File: config.mk
export PLATFORM = sky130hd
export DESIGN_NAME = volume_envelope_flat
export DESIGN_NICKNAME = d
export VERILOG_FILES = /design/src/rtl/volume_envelope_if.sv /design/src/rtl/volume_envelope.sv /design/src/flat_wrapper.sv
export SDC_FILE = /design/constraint.sdc
export NUM_CORES = 1
export LEC_CHECK = 0
export BUFFER_PORTS_ARGS = -buffer_cell sky130_fd_sc_hd__buf_2
export CELL_PAD_IN_SITES_DETAIL_PLACEMENT = 1
export CELL_PAD_IN_SITES_GLOBAL_PLACEMENT = 2
export CORE_ASPECT_RATIO = 1.2
export CORE_UTILIZATION = 37
export CTS_CLUSTER_DIAMETER = 60
export CTS_CLUSTER_SIZE = 25
export DETAILED_ROUTE_END_ITERATION = 7
export PLACE_DENSITY = 0.82
export SLEW_MARGIN = 20
export SYNTH_ARGS = -nofsm -noshare
export SYNTH_HDL_FRONTEND = slang
export SYNTH_SLANG_ARGS = --single-unit
File: constraint.sdc
create_clock -name clock -period 11.99 [get_ports clock]
set_input_delay 0.5995 -clock clock [delete_from_list [all_inputs] [get_ports clock]]
set_output_delay 0.5995 -clock clock [all_outputs]
set_load 0.01 [all_outputs]
File: src/rtl/volume_envelope_if.sv
// volume_envelope_if: sample stream in, envelope level out for the volume meter detector.
interface volume_envelope_if #(
    parameter int WIDTH = 24
);
    logic             in_valid;
    logic [WIDTH-1:0] l_in_s;
    logic [WIDTH-1:0] r_in_s;
    logic [WIDTH-1:0] l_out;
    logic             level_valid;
    modport master (output in_valid, l_in_s, r_in_s, input l_out, level_valid);
    modport slave  (input in_valid, l_in_s, r_in_s, output l_out, level_valid);
endinterface

File: src/rtl/volume_envelope.sv
// volume_envelope: saturated stereo magnitude, per-window peak hold, level publish.
// Optional gradual fall-off of the published level when VOLUME_DECAY_EN is defined.
module volume_envelope #(
    parameter int WIDTH       = 24,
    parameter int WINDOW      = 1024,
    parameter int DECAY_SHIFT = 3
) (
    input logic               clock,
    input logic               resetn,
    volume_envelope_if.slave  bus
);
    localparam int CW = $clog2(WINDOW);
    localparam logic [WIDTH-1:0] MAXP = {1'b0, {(WIDTH-1){1'b1}}};
    localparam logic [WIDTH-1:0] MINN = {1'b1, {(WIDTH-1){1'b0}}};
    logic [CW-1:0]    cnt;
    logic             end_cnt, last_q, va;
    logic [WIDTH-1:0] mag_q, win_max, l_abs, r_abs, cand, next_level;
    always_comb begin
        l_abs   = bus.l_in_s == MINN ? MAXP : bus.l_in_s[WIDTH-1] ? -bus.l_in_s : bus.l_in_s;
        r_abs   = bus.r_in_s == MINN ? MAXP : bus.r_in_s[WIDTH-1] ? -bus.r_in_s : bus.r_in_s;
        cand    = mag_q > win_max ? mag_q : win_max;
        end_cnt = cnt == CW'(WINDOW - 1);
    end
`ifdef VOLUME_DECAY_EN
    logic [WIDTH-1:0] dq, dstep, dec;
    // A nonzero level always loses at least 1 so the meter reaches 0.
    always_comb begin
        dq         = bus.l_out >> DECAY_SHIFT;
        dstep      = (dq == '0 && bus.l_out != '0) ? WIDTH'(1) : dq;
        dec        = bus.l_out - dstep;
        next_level = cand > dec ? cand : dec;
    end
`else
    assign next_level = cand;
`endif
    always_ff @(posedge clock) begin
        if (!resetn) begin
            cnt             <= '0;
            last_q          <= 1'b0;
            va              <= 1'b0;
            mag_q           <= '0;
            win_max         <= '0;
            bus.l_out       <= '0;
            bus.level_valid <= 1'b0;
        end else begin
            va              <= bus.in_valid;
            bus.level_valid <= 1'b0;
            if (bus.in_valid) begin
                mag_q  <= l_abs > r_abs ? l_abs : r_abs;
                last_q <= end_cnt;
                cnt    <= end_cnt ? '0 : cnt + 1'b1;
            end
            if (va) begin
                win_max <= last_q ? '0 : cand;
                if (last_q) begin
                    bus.l_out       <= next_level;
                    bus.level_valid <= 1'b1;
                end
            end
        end
    end
endmodule

File: src/flat_wrapper.sv
// flat-port wrapper written by rule: the top's interface ports become plain ports
module volume_envelope_flat 
#(
    parameter int WIDTH       = 24,
    parameter int WINDOW      = 1024,
    parameter int DECAY_SHIFT = 3
)
  (clock, resetn, bus_in_valid, bus_l_in_s, bus_r_in_s, bus_l_out, bus_level_valid);
  volume_envelope_if #(.WIDTH(WIDTH)) bus_i ();
  input logic clock;
  input logic resetn;
  input wire logic [$bits(bus_i.in_valid)-1:0] bus_in_valid;
  input wire logic [$bits(bus_i.l_in_s)-1:0] bus_l_in_s;
  input wire logic [$bits(bus_i.r_in_s)-1:0] bus_r_in_s;
  output wire logic [$bits(bus_i.l_out)-1:0] bus_l_out;
  output wire logic [$bits(bus_i.level_valid)-1:0] bus_level_valid;
  assign bus_i.in_valid = bus_in_valid;
  assign bus_i.l_in_s = bus_l_in_s;
  assign bus_i.r_in_s = bus_r_in_s;
  assign bus_l_out = bus_i.l_out;
  assign bus_level_valid = bus_i.level_valid;
  volume_envelope #(.WIDTH(WIDTH), .WINDOW(WINDOW), .DECAY_SHIFT(DECAY_SHIFT)) u_core (.clock(clock), .resetn(resetn), .bus(bus_i));
endmodule
==> results.cfg, run 1 <==
[run_status]
status = finished, final reports clean

[floorplanning]
die-width_um = 119
fp.dieH_um = 142
design.die.area_sq_um = 16900
core_area_sq_um = 15800
start_util = 0.383
io_pins = 76
row_count = 50

[critical_path]
slowest_stage = a21boi_4
crit_path_cell_trace = buf_2 > nor4_1 > nand4_1 > or4_1 > a211oi_1 > a31oi_1 > ha_1 > nand4_1 > nor4_1 > o31ai_1 > a21boi_4 > nand3_1 > a21oi_1
critPathMaxFanout = 34
critPathBufInv = 1
start_kind = primary input
end_kind = register
slowest_delay_ps = 690
cp.required_ps = 12230
crit_family = simple AND/OR/NAND/NOR gates
worstSetupPathType = primary input to register
cp.arrival_ps = 5110

[sta]
slew_headroom = 0.320
post-route-period-util = 0.406
tns_ps = 0
hold_violations = 0
clock.fmax_ghz = 0.205
slew_violations = 0
setup_viol = 0
period_needed_ps = 4870
skew_ps = 8.63
whs_ps = 498
rsz0062_at_grt = false
worstMarginPinSlew_ps = 1010

[final_layout]
syn2layout_area_growth_pct = 12.4
insertedDiodeCount = 0
num-nets-final = 906
drive_above_1_share = 0.139

[drt]
drtAntennaViolNets = 0
top_layer_used = met4
vias = 5941
route.met2.wl_um = 9170
wl_met1_um = 8560
wirelength_um = 18500
first_pass_iters = 4
wl_met3_um = 491
drt_iter0_markers = 306
post_drt_via_cell_ratio = 5.85
avgRoutedWirePerCell_um = 18.2
drc = 0

[synth]
ys_seq_elements = 85
synth.avg_cell_area_sq_um = 7.95
yosysTopAreaCellShare = 0.281
synthesis.nets = 864
seq_area_frac_synth = 0.281
yosys_warnings = 0
synthDistinctLibCells = 56
synth_area_leader_cell = dfxtp_1
synth_edf_count = 0
synth_common_cells = 85 x dfxtp_1, 70 x a21oi_1, 55 x nand2_1
netlist_area_sq_um = 6060
synth_async_sr_flop_share = 0
synth_most_common_cell = dfxtp_1
netlist_top_cells_area = dfxtp_1 28%, ha_1 11%, a21oi_1 5.8%
netlist_instances = 762
synth_ff_type = dfxtp_1

[power_and_ir_drop]
ir_worst_vdd_mv = 0.0614
p_leak_nw = 2.70
swShare = 0.351
power_uw = 831
power_density_nw_per_um2 = 122
clkPwrFrac = 0.310
p_seq_frac = 0.380
combinationalPowerShare = 0.310
p_int_uw = 539
switchingPower_uw = 292

[global_routing]
grtUsageTotal = 0.225
grt_pass1_wl_um = 30500
grt_overflow_total = 0
antenna_found_initial = 0
grt_max_degree = 69
grt_pass1_vias = 6014

[placed_design]
portBuffers = 75
routabilityCongestion = 0.888
dp_hpwl_um = 13900

[cts]
clock-root-buffer = clkbuf_16
cts.sinks = 85
htree_levels = 3
hold_buffers = 0
cts_resized = 0
numCtsBuffers = 9
postCtsSetupRepairBufs = 0
clk_latency_ps = 340
clockBufferDepth = 2
cts_tree = done
clkTransAtPathRegs_ps = 60

[run]
cap_violations = 0

[worst_hold_path]
holdCritPathClass = register to register
[layout make-up]
class                   count  area [sq um]
clock buffers              11           243
clock inverters             4          25.0
fillers                  1938          9020
inverters                  35           131
multi-input cells         594          4040
flip-flops and latches     85          1700
well taps                 208           260
repair buffers             79           405
[power by group through the flow]
stage	clock [mW]	combinational [mW]	sequential, mW
5_1_grt	0.276	0.285	0.318
3_3_place_gp	0	0.245	0.321
3_5_place_dp	0	0.257	0.322
2_1_floorplan	0	0.187	0.314
6_report	0.258	0.257	0.316
4_1_cts	0.263	0.258	0.316
[state kept, by name (all words and copies together), names as in the netlist]
name                    count
u_core.bus.level_valid      1
u_core.va                   1
u_core.mag_q               24
u_core.win_max             24
u_core.last_q               1
u_core.bus.l_out           24
u_core.cnt                 10
[logic make-up after synthesis]
family / Yosys count / share of synthesized area
flip-flops: 85 / 0.281
AO/OA/AOI/OAI: 221 / 0.233
buffers and inverters: 83 / 0.0570
adder cells (fa/ha/maj): 51 / 0.105
multiplexers: 31 / 0.0527
XOR/XNOR: 30 / 0.0434
AND/OR/NAND/NOR: 261 / 0.228
[per-stage QoR]
stage	util	area (sq um)	std cells	setup WS, ps
after floorplan	-	6060	762	7400
after global placement	0.412	6530	1001	6730
after detailed placement	0.413	6530	1001	6770
after CTS	0.430	6800	1016	7090
after global routing	0.430	6810	1016	6670
final	0.430	6810	1016	7120
[metal layers]
layer,up-vias,track usage
met5,-,0
met4,0,0.0633
met3,17,0.0288
met2,104,0.408
met1,2881,0.278
li1,2939,-
[cells in the final DEF (no fill, tap or decap), drive strengths merged, types with 3 or more instances in the layout]
cell,n
a32o,13
nand2b,7
o21ai,54
and3,8
nor3,25
xor2,16
o311ai,17
nand2,55
a21oi,70
a31oi,13
nor2,48
a21boi,3
o41ai,6
nor4,11
mux2,7
dfxtp,85
o31a,3
clkbuf,11
or4,19
xnor2,14
buf,79
inv,34
o211ai,4
ha,51
nor2b,10
nand3,29
mux2i,24
o21a,15
clkinv,3
nand4,28
o31ai,11
nor3b,3
a21o,4
or3,10
[worst reg2reg max path, stage by stage (launching register included)]
cell and delay [ps]:
dfxtp_1 330, inv_1 60, ha_1 320, nand4_1 210, or4_1 630, a21oi_1 270
nor3_1 170, a21oi_4 530, buf_4 640, mux2i_1 370, a21oi_1 100
[final timing paths]
| path | from | to | slack [ps] | cells after the start |
|---|---|---|---|---|
| setup / recovery | bus_l_in_s[2] | u_core.mag_q[23]$_SDFFE_PN0P_ | 7120 | 13 |
| hold / removal | u_core.cnt[1]$_SDFFE_PN0P_ | u_core.cnt[1]$_SDFFE_PN0P_ | 500 | 2 |
| setup reg to reg | u_core.win_max[22]$_SDFFE_PN0P_ | u_core.bus.l_out[23]$_SDFFE_PN0P_ | 8240 | 10 |
| hold reg to reg | u_core.cnt[1]$_SDFFE_PN0P_ | u_core.cnt[1]$_SDFFE_PN0P_ | 500 | 2 |
Power figures use the tool's default switching activity.
==> run 2, diff against run 1 <==
--- a/config.mk
+++ b/config.mk
@@ -9,11 +9,11 @@
 export CELL_PAD_IN_SITES_DETAIL_PLACEMENT = 1
 export CELL_PAD_IN_SITES_GLOBAL_PLACEMENT = 2
 export CORE_ASPECT_RATIO = 1.2
-export CORE_UTILIZATION = 37
+export CORE_UTILIZATION = 35
 export CTS_CLUSTER_DIAMETER = 60
 export CTS_CLUSTER_SIZE = 25
 export DETAILED_ROUTE_END_ITERATION = 7
-export PLACE_DENSITY = 0.82
+export PLACE_DENSITY = 0.78
 export SLEW_MARGIN = 20
 export SYNTH_ARGS = -nofsm -noshare
 export SYNTH_HDL_FRONTEND = slang
==> constraint.sdc (replaced) <==
create_clock -name clock -period 4.6 [get_ports clock]
set_input_delay 0.23 -clock clock [delete_from_list [all_inputs] [get_ports clock]]
set_output_delay 0.23 -clock clock [all_outputs]
set_load 0.01 [all_outputs]
==> results.cfg, run 2 (same netlist as run 1, synthesis figures left out) <==
[power_and_ir_drop]
swShare = 0.346
p_leak_nw = 2.76
switchingPower_uw = 777
clkPwrFrac = 0.329
power_density_nw_per_um2 = 324
p_int_mw = 1.47
ir_worst_vdd_mv = 0.219
combinationalPowerShare = 0.303
p_seq_frac = 0.367

[floorplanning]
row_count = 52
io_pins = 76
design.die.area_sq_um = 17800
fp.dieH_um = 146
die-width_um = 122
core_area_sq_um = 16900
start_util = 0.358

[cts]
postCtsSetupRepairBufs = 0
htree_levels = 3
clk_latency_ps = 330
clkTransAtPathRegs_ps = 60
clockBufferDepth = 2
cts.sinks = 85
cts_tree = done
cts_resized = 0
clock-root-buffer = clkbuf_16
numCtsBuffers = 9
hold_buffers = 0

[run]
cap_violations = 0

[critical_path]
cp.arrival_ps = 4330
end_kind = register
cp.required_ps = 4840
worstSetupPathType = primary input to register
reg2regPathDepth = 10
worst-r2r-setup-slack_ps = 1190
start_kind = primary input
critPathMaxFanout = 20

[sta]
worstMarginPinSlew_ps = 1030
slew_headroom = 0.311
slew_violations = 0
period_needed_ps = 4090
clock.fmax_ghz = 0.245
setup_viol = 0
hold_violations = 0
rsz0062_at_grt = false
tns_ps = 0
setup_slack_ps = 511
skew_ps = 9.65
post-route-period-util = 0.889

[global_routing]
antenna_found_initial = 0
grt_pass1_wl_um = 30500
grt_pass1_vias = 6060
grt_overflow_total = 0
grt_max_degree = 67
grtUsageTotal = 0.214

[final_layout]
syn2layout_area_growth_pct = 14.3
insertedDiodeCount = 0
layout_commonest_cell = dfxtp_1
final_cell_mix = 85 x dfxtp_1, 75 x buf_2, 69 x a21oi_1, 55 x nand2_1, 54 x o21ai_0
drive_above_1_share = 0.151
num-nets-final = 917
largest_registers = u_core.bus.l_out (24), u_core.mag_q (24), u_core.win_max (24)

[drt]
post_drt_via_cell_ratio = 5.75
first_pass_iters = 4
avgRoutedWirePerCell_um = 18.0
drc = 0
drtAntennaViolNets = 0
drt_iter0_markers = 360
vias = 5954
wirelength_um = 18600

[worst_hold_path]
holdCritPathClass = primary input to register
min_path_cells = 3

[placed_design]
place_ws_ps = 211
dp_hpwl_um = 14200
portBuffers = 75
routabilityCongestion = 0.896

[run_status]
status = finished, final reports clean
-- run 2: power by group through the flow --
stage               sequential [mW]  combinational [mW]  clock (mW)
floorplan                     0.820               0.488           0
global placement              0.837               0.660           0
detailed placement            0.840               0.679           0
CTS                           0.823               0.685       0.758
global route                  0.829               0.755       0.799
finish                        0.823               0.680       0.739
-- run 2: path summary, 6_finish.rpt --
kind,end,start
max,u_core.mag_q[4]$_SDFFE_PN0P_,bus_r_in_s[6]
min,u_core.mag_q[12]$_SDFFE_PN0P_,bus_r_in_s[12]
max reg2reg,u_core.bus.l_out[23]$_SDFFE_PN0P_,u_core.win_max[22]$_SDFFE_PN0P_
min reg2reg,u_core.bus.level_valid$_SDFF_PN0_,u_core.last_q$_SDFFE_PN0P_
-- run 2: final cells by class --
cell class / instances / area, sq um
Sequential cell: 85 / 1700
Multi-Input combinational cell: 594 / 4030
Fill cell: 2075 / 9990
Clock inverter: 6 / 71.3
Clock buffer: 10 / 229
Timing Repair Buffer: 90 / 488
Tap cell: 216 / 270
Inverter: 35 / 131
-- run 2: stage by stage --
| stage | util | cells | power (mW) | cell area (sq um) | hold WS (ps) |
|---|---|---|---|---|---|
| 2_1_floorplan | - | 762 | 1.31 | 6060 | 458 |
| 3_3_place_gp | 0.391 | 1020 | 1.50 | 6620 | 445 |
| 3_5_place_dp | 0.391 | 1020 | 1.52 | 6620 | 450 |
| 4_1_cts | 0.409 | 1036 | 2.27 | 6920 | 347 |
| 5_1_grt | 0.409 | 1036 | 2.38 | 6920 | 367 |
| 6_report | 0.409 | 1036 | 2.24 | 6920 | 354 |
-- run 2: routing by layer --
metal / track usage / vias to the layer above / part of all wire
li1: - / 2962 / -
met4: 0.0805 / 0 / 0.029
met1: 0.266 / 2870 / 0.46
met3: 0.0277 / 23 / 0.022
met2: 0.372 / 99 / 0.49
met5: 0 / - / 0
-- run 2: critical path, stage by stage --
cell,delay (ps)
buf_2,120
or4_4,570
or2_2,320
or3_1,460
o41ai_1,300
mux2_2,410
ha_1,310
nand4_1,150
nor4_1,300
buf_4,170
nand2_1,90
a21boi_2,170
buf_4,210
or3_1,360
a31oi_1,160
